**config.mk**
```make
export PLATFORM = sky130hd
export DESIGN_NAME = rf_wb_sched
export DESIGN_NICKNAME = d
export VERILOG_FILES = /design/src/rtl/rf_pkg.sv /design/src/rtl/rf_wb_sched_rr_arbiter.sv /design/src/rtl/rf_wb_sched.sv
export SDC_FILE = /design/constraint.sdc
export NUM_CORES = 1
export LEC_CHECK = 0
export CAP_MARGIN = 10
export CORE_MARGIN = 5
export CORE_UTILIZATION = 34
export DETAILED_ROUTE_END_ITERATION = 8
export PLACE_DENSITY = 0.78
export SYNTH_ARGS = -nofsm -noshare
export SYNTH_HDL_FRONTEND = slang
export SYNTH_HIERARCHICAL = 1
export SYNTH_SLANG_ARGS = --single-unit
```
**constraint.sdc**
```tcl
create_clock -name clk -period 3.2 [get_ports clk]
set_input_delay 0.64 -clock clk [delete_from_list [all_inputs] [get_ports clk]]
set_output_delay 0.64 -clock clk [all_outputs]
set_load 0.005 [all_outputs]
```
**src/rtl/rf_pkg.sv**
```systemverilog
// Shared definitions for the integer register file and its writeback path.
//   XLEN   : data width of one register
//   NREG   : number of architectural registers (x0 reads as zero)
//   REG_AW : register address width
//   WB_*   : fixed writeback requester indices used by the scheduler
package rf_pkg;

  localparam int XLEN   = 64;
  localparam int NREG   = 32;
  localparam int REG_AW = 5;

  typedef logic [REG_AW-1:0] reg_addr_t;
  typedef logic [XLEN-1:0]   xlen_t;

  localparam int WB_ALU = 0;
  localparam int WB_LSU = 1;
  localparam int WB_MDU = 2;

endpackage

```
**src/rtl/rf_wb_sched_rr_arbiter.sv**
```systemverilog
// Combinational round-robin arbiter. The search starts one position after
// the pointer and wraps, so the last winner has lowest priority. The pointer
// register is kept by the instantiating block.
//   req_i       : request vector
//   ptr_i       : index of the previous winner
//   gnt_o       : one-hot grant (all zero when nothing requests)
//   gnt_idx_o   : index of the granted requester
//   gnt_valid_o : some requester was granted
module rr_arbiter #(
  parameter  int N  = 3,
  localparam int IW = (N > 1) ? $clog2(N) : 1
) (
  input  logic [N-1:0]  req_i,
  input  logic [IW-1:0] ptr_i,
  output logic [N-1:0]  gnt_o,
  output logic [IW-1:0] gnt_idx_o,
  output logic          gnt_valid_o
);

  // NOTE: every output gets a default before the search loop, so no path
  // through the block leaves a value unassigned and no latch is inferred.
  always_comb begin
    int idx;
    gnt_o       = '0;
    gnt_idx_o   = '0;
    gnt_valid_o = 1'b0;
    idx         = 0;
    for (int k = 1; k <= N; k++) begin
      idx = (int'(ptr_i) + k) % N;
      if (!gnt_valid_o && req_i[idx]) begin
        gnt_o[idx]  = 1'b1;
        gnt_idx_o   = IW'(idx);
        gnt_valid_o = 1'b1;
      end
    end
  end

endmodule

```
**src/rtl/rf_wb_sched.sv**
```systemverilog
// Writeback scheduler for the 32 x XLEN integer register file. Shares the
// single write port among NREQ writeback sources round-robin, registers the
// winning write into the file, and keeps a pending-write scoreboard for
// decode's RAW/WAW checks.
//   clk, rst               : clock, asynchronous active-high reset
//   req_valid/req_ready    : per-requester handshake (ready is combinational)
//   req_rdaddr, req_data   : per-requester destination and write data
//   issue_valid/rdaddr     : decode issues an instruction writing rdaddr
//   rs1addr/rs2addr        : sources checked by decode
//   rs1_busy/rs2_busy      : source has a write still pending
//   rf_we/rf_waddr/rf_wdata: registered register-file write port
//   busy_vec               : scoreboard, bit r = x_r has a write pending
module rf_wb_sched
  import rf_pkg::*;
#(
  parameter int NREQ = 3
) (
  input  logic                        clk,
  input  logic                        rst,
  input  logic [NREQ-1:0]             req_valid,
  output logic [NREQ-1:0]             req_ready,
  input  logic [NREQ-1:0][REG_AW-1:0] req_rdaddr,
  input  logic [NREQ-1:0][XLEN-1:0]   req_data,
  input  logic                        issue_valid,
  input  logic [REG_AW-1:0]           issue_rdaddr,
  input  logic [REG_AW-1:0]           rs1addr,
  input  logic [REG_AW-1:0]           rs2addr,
  output logic                        rs1_busy,
  output logic                        rs2_busy,
  output logic                        rf_we,
  output logic [REG_AW-1:0]           rf_waddr,
  output logic [XLEN-1:0]             rf_wdata,
  output logic [NREG-1:0]             busy_vec
);

  localparam int IW = (NREQ > 1) ? $clog2(NREQ) : 1;

  logic [IW-1:0]   ptr_q;
  logic [NREQ-1:0] gnt;
  logic [IW-1:0]   gnt_idx;
  logic            gnt_valid;
  logic            hs;
  reg_addr_t       win_addr;
  xlen_t           win_data;
  logic            we_q;
  reg_addr_t       waddr_q;
  xlen_t           wdata_q;
  logic [NREG-1:0] busy_q, busy_d;

  rr_arbiter #(.N(NREQ)) u_arb (
    .req_i       (req_valid),
    .ptr_i       (ptr_q),
    .gnt_o       (gnt),
    .gnt_idx_o   (gnt_idx),
    .gnt_valid_o (gnt_valid)
  );

  // Grants are suppressed while reset is held so nothing upstream retires a
  // writeback that the output stage is about to drop.
  assign req_ready = rst ? '0 : gnt;
  assign hs        = gnt_valid & ~rst;

  // One-hot AND-OR mux of the winner's address and data.
  always_comb begin
    win_addr = '0;
    win_data = '0;
    for (int i = 0; i < NREQ; i++) begin
      if (gnt[i]) begin
        win_addr = win_addr | req_rdaddr[i];
        win_data = win_data | req_data[i];
      end
    end
  end

  // NOTE: state registers use non-blocking assignments so every flop samples
  // the pre-edge values regardless of statement order.
  always_ff @(posedge clk or posedge rst) begin
    if (rst) begin
      ptr_q   <= IW'(NREQ - 1);
      we_q    <= 1'b0;
      waddr_q <= '0;
      wdata_q <= '0;
    end else begin
      // x0 writes still consume a grant and move the pointer, but never
      // reach the file.
      we_q <= hs && (win_addr != '0);
      if (hs) begin
        ptr_q   <= gnt_idx;
        waddr_q <= win_addr;
        wdata_q <= win_data;
      end
    end
  end

  // Clear on commit, then set on issue: when both hit one register the
  // newer producer keeps it pending. Bit 0 is forced low last.
  always_comb begin
    busy_d = busy_q;
    if (we_q) busy_d[waddr_q] = 1'b0;
    if (issue_valid && issue_rdaddr != '0) busy_d[issue_rdaddr] = 1'b1;
    busy_d[0] = 1'b0;
  end

  // NOTE: the scoreboard is a plain flop vector, not a RAM, so it takes the
  // asynchronous reset and every pending bit is dropped with the pipeline.
  always_ff @(posedge clk or posedge rst) begin
    if (rst) busy_q <= '0;
    else     busy_q <= busy_d;
  end

  assign rf_we    = we_q;
  assign rf_waddr = waddr_q;
  assign rf_wdata = wdata_q;
  assign busy_vec = busy_q;
  assign rs1_busy = busy_q[rs1addr];
  assign rs2_busy = busy_q[rs2addr];

endmodule

```
==> reports/qor.txt <==
Status: finished clean
Antenna fix cells: 0
CTS tree: yes
Final worst slack: 0.1001 ns
Clock Sink Count: 103
Final Max Slew Viols: 0
Cells after synthesis: 564
Clock buffer depth: 2
Initial DRC count: 564
Port bufs: 333
GP Congestion: 0.8399
Reg2reg start: ptr_q[0]$_DFFE_PP0P_
Hold_sp: rf_wdata[62]$_DFFE_PP0P_
Initial core utilization: 34.58%
Detailed Place HPWL: 17280 um
Vias per cell: 5.505
Final nets: 1110
Syn nets: 796
Hold Vio Cnt, Final: 0
IO Pins: 335
Worst hold path type: reg -> reg
Hold Path Depth: 2
Post-Synth Adder-Cell Area: 0.9145%
Worst R2R Path Depth: 10
EDFF count, synth: 0
Setup Viol. Count Final: 0
Most frequent cells after synthesis: 132 x o21ai_0, 102 x dfrtp_1, 77 x nand2_1
Slew margin rel.: 47.86%
Worst Skew: 0.01083 ns
Clock-pin slew on the worst setup and hold paths: 0.07 ns
Post-synthesis sequential area ratio: 47.12%
Gr usage total: 22.69%
Worst Max-Slew Pin Slew: 0.7821 ns
MaxCap Viol Count: 0
Top cell type's share of synthesized area: 46.64%
Post-DP Area: 9084 sq um
Clock root buffer: clkbuf_16
Async S/R FF share, synth: 100.0%
Startpoint Class: primary input
Initial antenna violation count: 0
Largest net degree at the start of global routing: 104
Skew-Pair Late Insertion Delay: 0.35 ns
Setup crit end kind: primary output
Detail Route Antenna Nets: 0
# H-tree levels: 3
Die area: 18730 sq um
Fmax: 322.6 MHz
Tmin final: 3.100 ns
Core area: 15830 sq um
Layout area overhead: 72.57%
Vias in the first global route: 5954
Avg WL per Cell: 20.45 um
Yosys warnings: 6
WP data required: 2.56 ns
Synth top area cells: dfrtp_1 47%, a222oi_1 13%, o21ai_0 12%
CTS buffer count: 9
Mapped Area: 5473 sq um
Crit share post-route: 96.87%
Register-to-register setup slack: 0.21 ns
Top-count cell post-synth: o21ai_0
Power Density: 831.2 nW/um^2
Leading area contributor after synthesis: dfrtp_1
FP Rows: 46
Yosys cell types: 39
Synthesized area per cell: 9.703 sq um
CP arrival: 2.46 ns
Share of cells above drive strength 1: 6.569%
Leakage: 0.003660 uW
Mux share of post-synthesis cell area: 6.767%
Worst vdd ir: 370.4 uV
Post-synthesis compound-gate area fraction: 28.72%
FF+latch count, synth: 103
Die Ht: 136.9 um
Post-synth top flop: dfrtp_1
Xor/xnor share of the synthesized area: 0%
GRT overflow: 0
Post-CTS setup buffer count: 0
Post-route cell area: 9444 sq um
Wire length after detailed routing: 22470 um
DRT Pass-1 Iters: 9
Residual DRC: 0
Fraction of the mapped netlist area in simple logic gates: 11.84%
Worst R2R End: rf_we$_DFF_PP0_
Via Count: 6050
Crit Path Class: in -> out
Critical path peak fanout: 2
First-pass GRT wire length: 32820 um
Hold path endpoint: rf_wdata[62]$_DFFE_PP0P_
Unrepaired setup endpoints after global routing: false
Main combinational cell family by area after synthesis: compound AO/OA/AOI/OAI gates
Die X: 136.9 um
Setup WS pre-CTS: -0.1094 ns
-- power by group --
group | internal [uW] | switching [uW]
Combinational | 2220 | 1990
Clock | 788 | 486
Sequential | 1870 | 492
-- stage by stage --
| step | instances | util, % | total power (uW) | hold WS (ns) | setup TNS, ns |
|---|---|---|---|---|---|
| floorplan | 564 | - | 4356 | 0.4733 | -0.7521 |
| global placement | 1083 | 57.39 | 6529 | 0.4602 | -0.1354 |
| detailed placement | 1083 | 57.39 | 6606 | 0.4692 | -0.2353 |
| CTS | 1099 | 59.65 | 7915 | 0.4850 | 0 |
| global route | 1099 | 59.67 | 8365 | 0.5022 | 0 |
| finish | 1099 | 59.67 | 7850 | 0.4790 | 0 |
-- timing repair --
| action | 4_1_cts | 5_1_grt |
|---|---|---|
| setup endpoints to repair | 5 | 1 |
| pin swaps | 1 | 0 |
| gates resized for setup | 9 | 1 |
| hold buffers | 0 | 0 |
-- worst max path at each step --
stage | start | end | slack (ns) | cells past startpoint
6_report | rs1addr[1] | rs1_busy | 0.10 | 6
5_1_grt | rs1addr[1] | rs1_busy | 0.01 | 6
4_1_cts | rs2addr[1] | rs2_busy | 0.07 | 6
3_5_place_dp | req_valid[0] | rf_we$_DFF_PP0_ | -0.11 | 9
3_3_place_gp | req_valid[0] | rf_we$_DFF_PP0_ | -0.08 | 9
2_1_floorplan | rst | ptr_q[0]$_DFFE_PP0P_ | -0.08 | 5
-- worst max-delay path: stages --
cell and delay, ns:
clkdlybuf4s50_1 0.51, mux4_2 0.50, nand2b_1 0.15, o2111ai_1 0.09
nand4_1 0.11, clkdlybuf4s50_1 0.46
-- per-layer routing --
| metal | part of all wire (%) | vias to the layer above | global-route usage, % |
|---|---|---|---|
| met1 | 37 | 2902 | 26.51 |
| met5 | 0 | - | 0 |
| met4 | 2.7 | 0 | 8.315 |
| met3 | 8.5 | 37 | 4.926 |
| li1 | - | 2823 | - |
| met2 | 52 | 288 | 40.77 |
-- cell families (layout without fill, tap and decap cells) --
logic type	after synthesis	after routing
AND/OR/NAND/NOR	136	136
multiplexers	29	29
flip-flops	103	103
adder cells (fa/ha/maj)	4	4
AO/OA/AOI/OAI	233	233
buffers and inverters	58	377
other	1	1
-- sequential cells by signal (all words and copies together) (netlist names) --
name	cells
rf_waddr	5
rf_we	1
rf_wdata	64
ptr_q	2
busy_vec	31
-- final cells by class --
cell class	instances	area (sq um)
fill	1406	6384
timing repair buffer	353	3517
tap	216	270.3
multi-input combinational	403	2698
clock buffer	11	242.7
clock inverter	5	103.9
inverter	8	33.78
sequential	103	2579
-- placed cells by master, fill, tap and decap left out, drive strengths merged, types with 3 or more instances in the layout --
| cell | netlist | layout |
|---|---|---|
| nor2 | 7 | 7 |
| clkbuf | 24 | 11 |
| a211oi | 3 | 3 |
| nand3 | 14 | 14 |
| a21oi | 9 | 9 |
| a222oi | 69 | 69 |
| clkdlybuf4s50 | 0 | 327 |
| o21ai | 132 | 132 |
| ha | 4 | 4 |
| mux2i | 19 | 19 |
| buf | 26 | 20 |
| nand2 | 77 | 77 |
| mux4 | 6 | 6 |
| dfrtp | 102 | 102 |
| nand2b | 8 | 8 |
| inv | 8 | 8 |
| a22oi | 4 | 4 |
| dlygate4sd2 | 0 | 5 |
| nand3b | 10 | 10 |
| nor2b | 8 | 8 |
| bufinv | 0 | 3 |
| or3b | 5 | 5 |
| nand4 | 3 | 3 |
| mux2 | 4 | 4 |
No activity file was read; power rests on OpenSTA's default activity.
